===== src/rtl/hypix_readout_pkg.sv =====
// rtl/hypix_readout_pkg.sv - shared constants and tagged word type for the column readout
package hypix_readout_pkg;

  localparam int DATA_W     = 26;
  localparam int COL_ADDR_W = 6;
  localparam int EOC_W      = COL_ADDR_W + DATA_W;

  // arbiter_data field positions
  localparam int TOA_MSB  = 25;
  localparam int TOA_LSB  = 17;
  localparam int FTOA_MSB = 16;
  localparam int FTOA_LSB = 12;
  localparam int TOT_MSB  = 11;
  localparam int TOT_LSB  = 4;
  localparam int PIX_MSB  = 3;
  localparam int PIX_LSB  = 0;

  typedef struct packed {
    logic [COL_ADDR_W-1:0] col_addr;
    logic [DATA_W-1:0]     data;
  } eoc_word_t;

endpackage


===== src/rtl/eoc_sync_fifo.sv =====
// rtl/eoc_sync_fifo.sv - single-clock show-ahead FIFO with level count
module eoc_sync_fifo #(
  parameter int WIDTH = 32,
  parameter int DEPTH = 8
) (
  input  logic                     clk,
  input  logic                     rst_n,
  input  logic                     push,
  input  logic                     pop,
  input  logic [WIDTH-1:0]         wdata,
  output logic [WIDTH-1:0]         rdata,
  output logic [$clog2(DEPTH):0]   level,
  output logic                     full,
  output logic                     empty
);

  localparam int AW = $clog2(DEPTH);
  localparam int LW = AW + 1;

  logic [WIDTH-1:0] mem [DEPTH];
  logic [AW-1:0]    wr_ptr;
  logic [AW-1:0]    rd_ptr;
  logic             do_push;
  logic             do_pop;

  assign full    = (level == LW'(DEPTH));
  assign empty   = (level == '0);
  assign do_push = push & ~full;
  assign do_pop  = pop & ~empty;
  // head entry comes straight from storage flops, so it is stable until popped
  assign rdata   = mem[rd_ptr];

  always_ff @(posedge clk or negedge rst_n) begin
    if (!rst_n) begin
      wr_ptr <= '0;
      rd_ptr <= '0;
      level  <= '0;
      for (int i = 0; i < DEPTH; i++) mem[i] <= '0;
    end else begin
      if (do_push) begin
        mem[wr_ptr] <= wdata;
        wr_ptr      <= wr_ptr + AW'(1);
      end
      if (do_pop) rd_ptr <= rd_ptr + AW'(1);
      level <= level + LW'(do_push) - LW'(do_pop);
    end
  end

endmodule


===== src/rtl/eoc_column_readout.sv =====
// rtl/eoc_column_readout.sv - end-of-column capture, column tagging, buffering and stall statistic
module eoc_column_readout #(
  parameter int DATA_W     = hypix_readout_pkg::DATA_W,
  parameter int COL_ADDR_W = hypix_readout_pkg::COL_ADDR_W,
  parameter int FIFO_DEPTH = 8,
  parameter int STALL_W    = 8
) (
  input  logic                           clk_40MHz,
  input  logic                           rst_n,
  input  logic [COL_ADDR_W-1:0]          col_addr,
  input  logic [DATA_W-1:0]              arbiter_data,
  input  logic                           shake_hands_last,
  output logic                           shake_hands_next,
  output logic [COL_ADDR_W+DATA_W-1:0]   eoc_data,
  output logic                           eoc_valid,
  input  logic                           eoc_ready,
  output logic [$clog2(FIFO_DEPTH):0]    fifo_level,
  output logic [STALL_W-1:0]             stall_cnt,
  input  logic                           clear_stats
);

  localparam int LW = $clog2(FIFO_DEPTH) + 1;

  logic          push;
  logic          pop;
  logic          full;
  logic          empty;
  logic [LW-1:0] level_next;

  assign push       = shake_hands_last & shake_hands_next & ~full;
  assign pop        = eoc_valid & eoc_ready;
  assign eoc_valid  = ~empty;
  assign level_next = fifo_level + LW'(push) - LW'(pop);

  eoc_sync_fifo #(
    .WIDTH (COL_ADDR_W + DATA_W),
    .DEPTH (FIFO_DEPTH)
  ) u_fifo (
    .clk   (clk_40MHz),
    .rst_n (rst_n),
    .push  (push),
    .pop   (pop),
    .wdata ({col_addr, arbiter_data}),
    .rdata (eoc_data),
    .level (fifo_level),
    .full  (full),
    .empty (empty)
  );

  // ready looks one edge ahead at the level, keeping eoc_ready off the ready path
  always_ff @(posedge clk_40MHz or negedge rst_n) begin
    if (!rst_n) shake_hands_next <= 1'b0;
    else        shake_hands_next <= (level_next < LW'(FIFO_DEPTH));
  end

  always_ff @(posedge clk_40MHz or negedge rst_n) begin
    if (!rst_n)                                       stall_cnt <= '0;
    else if (clear_stats)                             stall_cnt <= '0;
    else if (shake_hands_last && !shake_hands_next &&
             stall_cnt != {STALL_W{1'b1}})            stall_cnt <= stall_cnt + STALL_W'(1);
  end

endmodule


===== config.mk =====
export PLATFORM = sky130hd
export DESIGN_NAME = eoc_column_readout
export DESIGN_NICKNAME = d
export VERILOG_FILES = /design/src/rtl/hypix_readout_pkg.sv /design/src/rtl/eoc_sync_fifo.sv /design/src/rtl/eoc_column_readout.sv
export SDC_FILE = /design/constraint.sdc
export NUM_CORES = 1
export LEC_CHECK = 0
export CAP_MARGIN = 10
export CORE_MARGIN = 2
export CORE_UTILIZATION = 40
export CTS_CLUSTER_DIAMETER = 80
export DETAILED_ROUTE_END_ITERATION = 7
export PLACE_DENSITY = 0.54
export SLEW_MARGIN = 20
export SYNTH_ARGS = -nofsm -noshare
export SYNTH_HDL_FRONTEND = slang
export SYNTH_SLANG_ARGS = --single-unit

===== constraint.sdc =====
create_clock -name clk_40MHz -period 3.66 [get_ports clk_40MHz]
set_input_delay 1.098 -clock clk_40MHz [delete_from_list [all_inputs] [get_ports clk_40MHz]]
set_output_delay 1.098 -clock clk_40MHz [all_outputs]
set_load 0.1 [all_outputs]

### Word-level counts from Yosys, hierarchy flattened

Cells that the tools add are included.

| word-level totals | value |
|---|---|
| bits in registers | 275 |
| logic and storage cells | 49 |
| output and inout port bits | 46 |

| operators by class | value |
|---|---|
| reductions and logical operators | 6 |
| magnitude comparators | 4 |
| $add $sub $neg | 7 |
| eq/ne operators | 2 |
| bitwise gates (word level) | 9 |
| muxes and demuxes | 8 |

Operator list:

| operator | count |
|---|---|
| bitwise mux 256 bit | 1 |
| binary-select mux 32 bit (select 3 bit) | 1 |
| demux 32 bit (select 3 bit) | 1 |
| two-way mux 32 bit | 3 |
| two-way mux 8 bit | 2 |
| adder 4 x 1 -> 4 bit | 2 |
| adder 8 x 1 -> 8 bit (second input constant) | 1 |
| greater-or-equal comparator 4 bit (second input constant) | 2 |
| inequality test 8 bit (second input constant) | 1 |
| inverter 3 -> 4 bit | 2 |
| subtractor 4 x 1 -> 4 bit | 2 |
| adder 3 x 1 -> 3 bit (second input constant) | 2 |
| bitwise AND 1 bit | 5 |
| == test 4 bit (second input constant) | 1 |
| logical NOT 4 bit | 1 |
| less-than comparator 4 x 1 -> 1 bit (second input constant) | 1 |
| less-than comparator 4 bit (second input constant) | 1 |
| logical AND 1 bit | 3 |
| inverter 1 bit | 2 |
| nonzero test 2 bit | 1 |
| logical NOT 1 bit | 1 |

### Logic depth before layout (Yosys ltp)

Gate-level depths: netlist of the first run.

| logic depth | value |
|---|---|
| depth after elaboration | 6 |
| gate-level depth with buffers | 11 |
| depth with buffers taken out | 11 |

### Modules after synthesis

From an unflattened synthesis of the first run, not the netlist that was laid out.

| unflattened totals | value |
|---|---|
| cells, all modules | 775 |
| area total of the unflattened synthesis | 13011.2 µm² |

By module, submodules not included:

| module | times used | area each (µm²) | sequential area each (µm²) | cells an instance |
|---|---|---|---|---|
| eoc_sync_fifo | 1 | 12433.2 | 6656.4 | 711 |
| eoc_column_readout | 1 | 578.1 | 225.2 | 64 |

### Worst setup path after synthesis of the first run

No wires, ideal clock.

| timing | value |
|---|---|
| path kind | register to register |
| start | register u_fifo.level[2] |
| end | register shake_hands_next |
| setup time | 90 ps |
| required time | 3570 ps |
| slack | 130 ps |
| cell stages (with the launch flop) | 12 |
| path buffers | 0 |
| arrival | 3440 ps |
| clock period less this slack | 3530 ps |
| cell sequence | dfrtp_1 -> inv_1 -> ha_1 -> or3b_2 -> nand2_1 -> inv_1 -> ha_1 -> inv_1 -> ha_1 -> nand4b_1 -> or4b_2 -> o2111ai_1 |

| between the ends | value |
|---|---|
| elaborated cells on any way between the ends | 9 |
| classes of those cells | add/sub: 2; order compare: 1; eq/ne: 1; bitwise: 4; reduce/logical: 1 |

RTL lines:

| what | line | source |
|---|---|---|
| start: declaration | eoc_sync_fifo.sv:12 | `output logic [$clog2(DEPTH):0] level,` |
| start signal: assignment | eoc_sync_fifo.sv:45 | `level <= level + LW'(do_push) - LW'(do_pop);` |
| logical NOT 4 bit | eoc_sync_fifo.sv:27 | `assign empty = (level == '0);` |
| inverter 1 bit | eoc_column_readout.sv:32 | `assign eoc_valid = ~empty;` |
| named net eoc_valid | eoc_column_readout.sv:15 | `output logic eoc_valid,` |
| bitwise AND 1 bit | eoc_column_readout.sv:31 | `assign pop = eoc_valid & eoc_ready;` |
| subtractor 4 x 1 -> 4 bit | eoc_column_readout.sv:33 | `assign level_next = fifo_level + LW'(push) - LW'(pop);` |
| less-than comparator 4 bit | eoc_column_readout.sv:53 | `else shake_hands_next <= (level_next < LW'(FIFO_DEPTH));` |
| end signal: assignment | eoc_column_readout.sv:53 |  |
| end: declaration | eoc_column_readout.sv:13 | `output logic shake_hands_next,` |

The timed path passes the listed nets, and every way through them passes these cells.
A chain may end at the register's enable or synchronous reset.

### Final worst setup path of the first run

| timing | value |
|---|---|
| start | register u_fifo.rd_ptr[0] |
| end | output eoc_data[25] |

| between the ends | value |
|---|---|
| longest elaborated chain between the ends | 4 |

Ends and longest elaborated chain:

| what | line | source |
|---|---|---|
| start: declaration | eoc_sync_fifo.sv:22 | `logic [AW-1:0] rd_ptr;` |
| start signal: assignment | eoc_sync_fifo.sv:44 | `if (do_pop) rd_ptr <= rd_ptr + AW'(1);` |
| inverter 3 -> 4 bit (implied by the code) | eoc_sync_fifo.sv:31 | `assign rdata = mem[rd_ptr];` |
| binary-select mux 32 bit (select 3 bit) | eoc_sync_fifo.sv:31 |  |
| two-way mux 32 bit (implied by the code) (2 in a row) | eoc_sync_fifo.sv:31 |  |
| end: declaration | eoc_column_readout.sv:14 | `output logic [COL_ADDR_W+DATA_W-1:0] eoc_data,` |

No other way between the ends. The select of a mux whose other input is x is not followed.

==> results.cfg, run 1 <==
[sta]
slew_viol_final = 0
period_share_pct = 97.20
tightest_slew_ns = 0.6059
finalSetupViolations = 0
skew_ns = 0.01571
timing.slew.headroom_pct = 59.61
max_freq_mhz = 281.1
grt_setup_unrepaired = no
setup_tns_ns = 0
final_hold_viol_count = 0
finalCriticalPeriod_ns = 3.558

[route]
drt_iter0_drc = 299
drt-total-wl_mm = 28.15
final_antenna_net_count = 0
drt_first_pass_iters = 4
wire_per_inst_um = 21.86
vias = 7015
drcViolationCount = 0
via_per_inst = 5.446

[place]
place.gp.congestion = 0.7477
io_buffers = 82
dp_cells = 1230
dp_hpwl_mm = 17.15

[job]
maxCapViolCount = 0

[global_routing]
grt_max_degree = 70
antenna_found_initial = 1
grt_pass1_wl_mm = 45.31
grt_usage_pct = 17.46
grt_pass1_vias = 7976
overflow = 0

[worst_setup_path]
critPathMaxFanout = 46
crit_required_ns = 2.56
start_kind = flip-flop
crit_arrival_ns = 2.46
crit_type = reg -> out
worst-path-buf-inv = 2
path_cells = buf_16, mux4_2, mux2_2, buf_12
cpLargestDelayFamily = multiplexers
crit_path_end_kind = output pin
slowest_stage = mux4_2
slowest_delay_ns = 0.57

[final_layout]
n_antenna_cell = 0
stdcell_count = 1288
final_nets = 909
syn2layout_area_growth_pct = 22.04
drive_gt1_share_pct = 47.74

[synthesis]
synth-seq-area-share_pct = 54.19
netlist_area_um2 = 12700
avgSynthCellArea_um2 = 16.60
async_flop_share_pct = 100.0
synth_fp_nets = 812
yosysUniqueCellTypes = 45
synth_flop_cell = dfrtp_1
synth_edf_count = 0
yosys_warnings = 0
yosys_register_bits = 275
synth_cells = 765

[clock_network]
clock-sinks = 275
clk_latency_ns = 0.55
cts_max_level = 1
clk_pin_slew_ns = 0.06
ctsRootBufferMaster = clkbuf_16
clockBufferDepth = 3
cts_tree = done
cts_made_buffers = 31

[floorplanning]
rows = 65
ios = 83
initial_utilization_pct = 40.45
fp.dieH_um = 182.2
die_x_um = 182.2
core_area_um2 = 31390
die_area_um2 = 33190

[status]
status = complete, no violations

[worst_hold_path]
min_path_type = reg -> reg
[cell usage after synthesis, drive strengths merged, types with 5 or more instances]
library cell	instances	share of area (%)
mux2	293	26
dfrtp	275	54
mux4	64	11
buf	37	2.3
inv	10	0.30
ha	9	0.89
clkbuf	8	0.24
a21oi	5	0.20
nand2	5	0.21
nand2b	5	0.25
nor3	5	0.41
[routing by layer]
metal  up-vias  global-route usage (%)  wire, µm
met5         -                       0        11
met4         2                   3.774       518
met3        32                   2.375       789
met2       116                   30.40     14240
met1      3797                   23.46     12590
li1       3068                       -         -
[layout make-up]
class,instances,area (µm²)
Timing Repair Buffer,109,1508
Fill cell,2609,15900
Multi-Input combinational cell,435,5463
Clock inverter,10,150.1
Inverter,10,37.54
Clock buffer,47,945.9
Sequential cell,275,6890
Tap cell,402,503.0
[path summary, 6_finish.rpt]
path                                     to             start  slack (ns)  cells after the start
setup / recovery               eoc_data[25]  u_fifo.rd_ptr[0]        0.10                      4
hold / removal               u_fifo.mem[34]    u_fifo.mem[34]        0.48                      1
setup reg to reg           shake_hands_next   u_fifo.level[2]        0.97                     11
hold reg to reg              u_fifo.mem[34]    u_fifo.mem[34]        0.48                      1
max in group asynchronous      stall_cnt[1]             rst_n        2.36                      2
min in group asynchronous   u_fifo.mem[232]             rst_n        0.54                      1
[registers in the layout, summed over array words and instances (netlist names)]
name	flops
u_fifo.rd_ptr	3
shake_hands_next	1
u_fifo.wr_ptr	3
u_fifo.mem	256
stall_cnt	8
u_fifo.level	4
[kinds of logic (layout without fill, tap and decap cells)]
family	count (synthesis)	in the layout	synth area share (%)
XOR/XNOR	6	6	0.4139
buffers and inverters	55	176	2.838
AND/OR/NAND/NOR	44	44	3.202
AO/OA/AOI/OAI	17	17	0.8966
flip-flops	275	275	54.19
adder cells (fa/ha/maj)	10	10	1.044
multiplexers	358	358	37.41
[through the flow]
stage	cell area (µm²)	util [%]	hold WS (ns)	setup slack [ns]
final	15500	49.37	0.4777	0.1024
after global routing	15500	49.37	0.4954	0.003982
after CTS	15490	49.33	0.4825	0.01248
after detailed placement	14360	45.75	0.4686	0.3934
after global placement	14360	45.75	0.4616	0.4610
after floorplan	12700	-	0.4524	0.1302
[cells in the final DEF, fill, tap and decap left out, drive strengths merged, types with 6 or more instances in the layout]
master         Yosys  layout
clkbuf             8      47
mux4              64      64
dfrtp            275     275
mux2             293     293
clkdlybuf4s50      0      35
buf               37      74
ha                 9       9
inv               10      10
clkinv             0       6
[timing repair]
item	4_1_cts	5_1_grt
setup buffers	1	0
hold buffers	0	0
setup endpoints to repair	3	9
gates resized for setup	0	2
Power of run 1 is not shown: default switching activity piles up to over one toggle a cycle in this logic, so the estimate is an artifact.
==> run 2: changes to the inputs <==
CORE_ASPECT_RATIO = 0.75   (was not set)
==> results.cfg, run 2 (synthesis gave the netlist of run 1 again) <==
[sta]
grt_setup_unrepaired = no
finalSetupViolations = 0
setup_tns_ns = 0
slew_viol_final = 0
timing.slew.headroom_pct = 47.67
period_share_pct = 95.51
finalCriticalPeriod_ns = 3.496
max_freq_mhz = 286.1
tightest_slew_ns = 0.7850
final_hold_viol_count = 0
skew_ns = 0.006248

[clock_network]
cts_resized = 0
clk_latency_ns = 0.53
clockBufferDepth = 3
ctsRootBufferMaster = clkbuf_16
cts_max_level = 1
cts_tree = done
clk_pin_slew_ns = 0.06
cts_made_buffers = 29
clock-sinks = 275

[global_routing]
grt_pass1_wl_mm = 45.11
grtUsageMet2_pct = 29.69
grt_max_degree = 91
grt_usage_pct = 17.63
met1_usage_pct = 24.51
overflow = 0
met3_usage_pct = 2.860
grt_pass1_vias = 7820
antenna_found_initial = 1
grt.busiest_layer = met2

[final_layout]
final_nets = 914
drive_gt1_share_pct = 48.03
largest-register = u_fifo.mem
multi_input_area_um2 = 5463
final_common_cell = dfrtp_1
largest_register_ffs = 256
reg.largest.list = u_fifo.mem x256, stall_cnt x8, u_fifo.level x4
fillCellCount = 2580
syn2layout_area_growth_pct = 21.05
layout_common_cells = dfrtp_1, mux2_2, mux2_1, mux4_2, buf_12
seqCellArea_um2 = 6888
final_cell_area_um2 = 15370

[route]
wire_per_inst_um = 21.83
final_antenna_net_count = 0
drcViolationCount = 0
vias = 7090
via_per_inst = 5.471
drt_iter0_drc = 319
drt_first_pass_iters = 4
drt-total-wl_mm = 28.29

[place]
postPlaceCellArea_um2 = 14370
place.gp.congestion = 0.8356
dp_hpwl_mm = 17.52
io_buffers = 82

[worst_setup_path]
critPathMaxFanout = 10
crit_arrival_ns = 2.40
reg2reg_depth = 11
start_kind = flip-flop
crit_type = reg -> out
crit_required_ns = 2.56
crit_path_end_kind = output pin

[worst_hold_path]
min_path_cells = 1
min_path_type = reg -> reg

[floorplanning]
rows = 56
ios = 83
die_area_um2 = 33200
die_x_um = 209.7
fp.dieH_um = 158.3
initial_utilization_pct = 40.64
core_area_um2 = 31250

[status]
status = complete, no violations

[job]
maxCapViolCount = 0
-- run 2: cell count changes in the layout (fill, tap and decap cells not counted), moves of 2 or more --
cell / previous run / this run
buf_4: 26 / 38
clkbuf_8: 11 / 7
clkinv_2: 6 / 9
buf_12: 44 / 42
buf_16: 2 / 0
clkbuf_16: 31 / 29
-- run 2: worst max-delay path, stage by stage, from the launching register on --
cell	delay, ns
dfrtp_4	0.56
buf_4	0.25
mux4_2	0.52
mux2_2	0.34
buf_12	0.18
-- run 2: path summary, 6_finish.rpt --
check                                 startpoint               end  slack (ns)
min in group asynchronous                  rst_n      stall_cnt[6]        0.53
max in group asynchronous                  rst_n    u_fifo.mem[92]        2.15
worst min-delay path              u_fifo.mem[35]    u_fifo.mem[35]        0.48
worst max-delay path            u_fifo.rd_ptr[0]      eoc_data[17]        0.16
worst min register to register    u_fifo.mem[35]    u_fifo.mem[35]        0.48
worst max register to register   u_fifo.level[2]  shake_hands_next        0.97
-- run 2: area by class of cell --
class                      instances  area share (%)
multi-input combinational        435           35.54
clock buffer                      40           5.446
sequential                       275           44.81
inverter                          10          0.2442
timing repair buffer             116           9.703
antenna                            1         0.01628
tap                              406           3.305
clock inverter                    13          0.9361
-- run 2: routing by layer --
metal,part of all wire (%),wire length (µm)
met5,0,0
met4,1.5,433
met3,3.7,1043
met2,48,13680
met1,46,13130
-- run 2: through the flow --
step	hold WS (ns)	utilization, %	instances	setup WS, ns
global placement	0.4614	45.97	1239	0.4325
CTS	0.4852	49.11	1292	0.003796
detailed placement	0.4714	45.97	1239	0.3964
global route	0.4976	49.18	1295	0.07745
floorplan	0.4524	-	765	0.1302
finish	0.4824	49.19	1296	0.1643
-- run 2: timing repair --
action,in CTS,in global routing
buffers inserted,0,3
setup endpoints to repair,0,2
hold buffers,0,0
Power of run 2 is left out for the same reason.
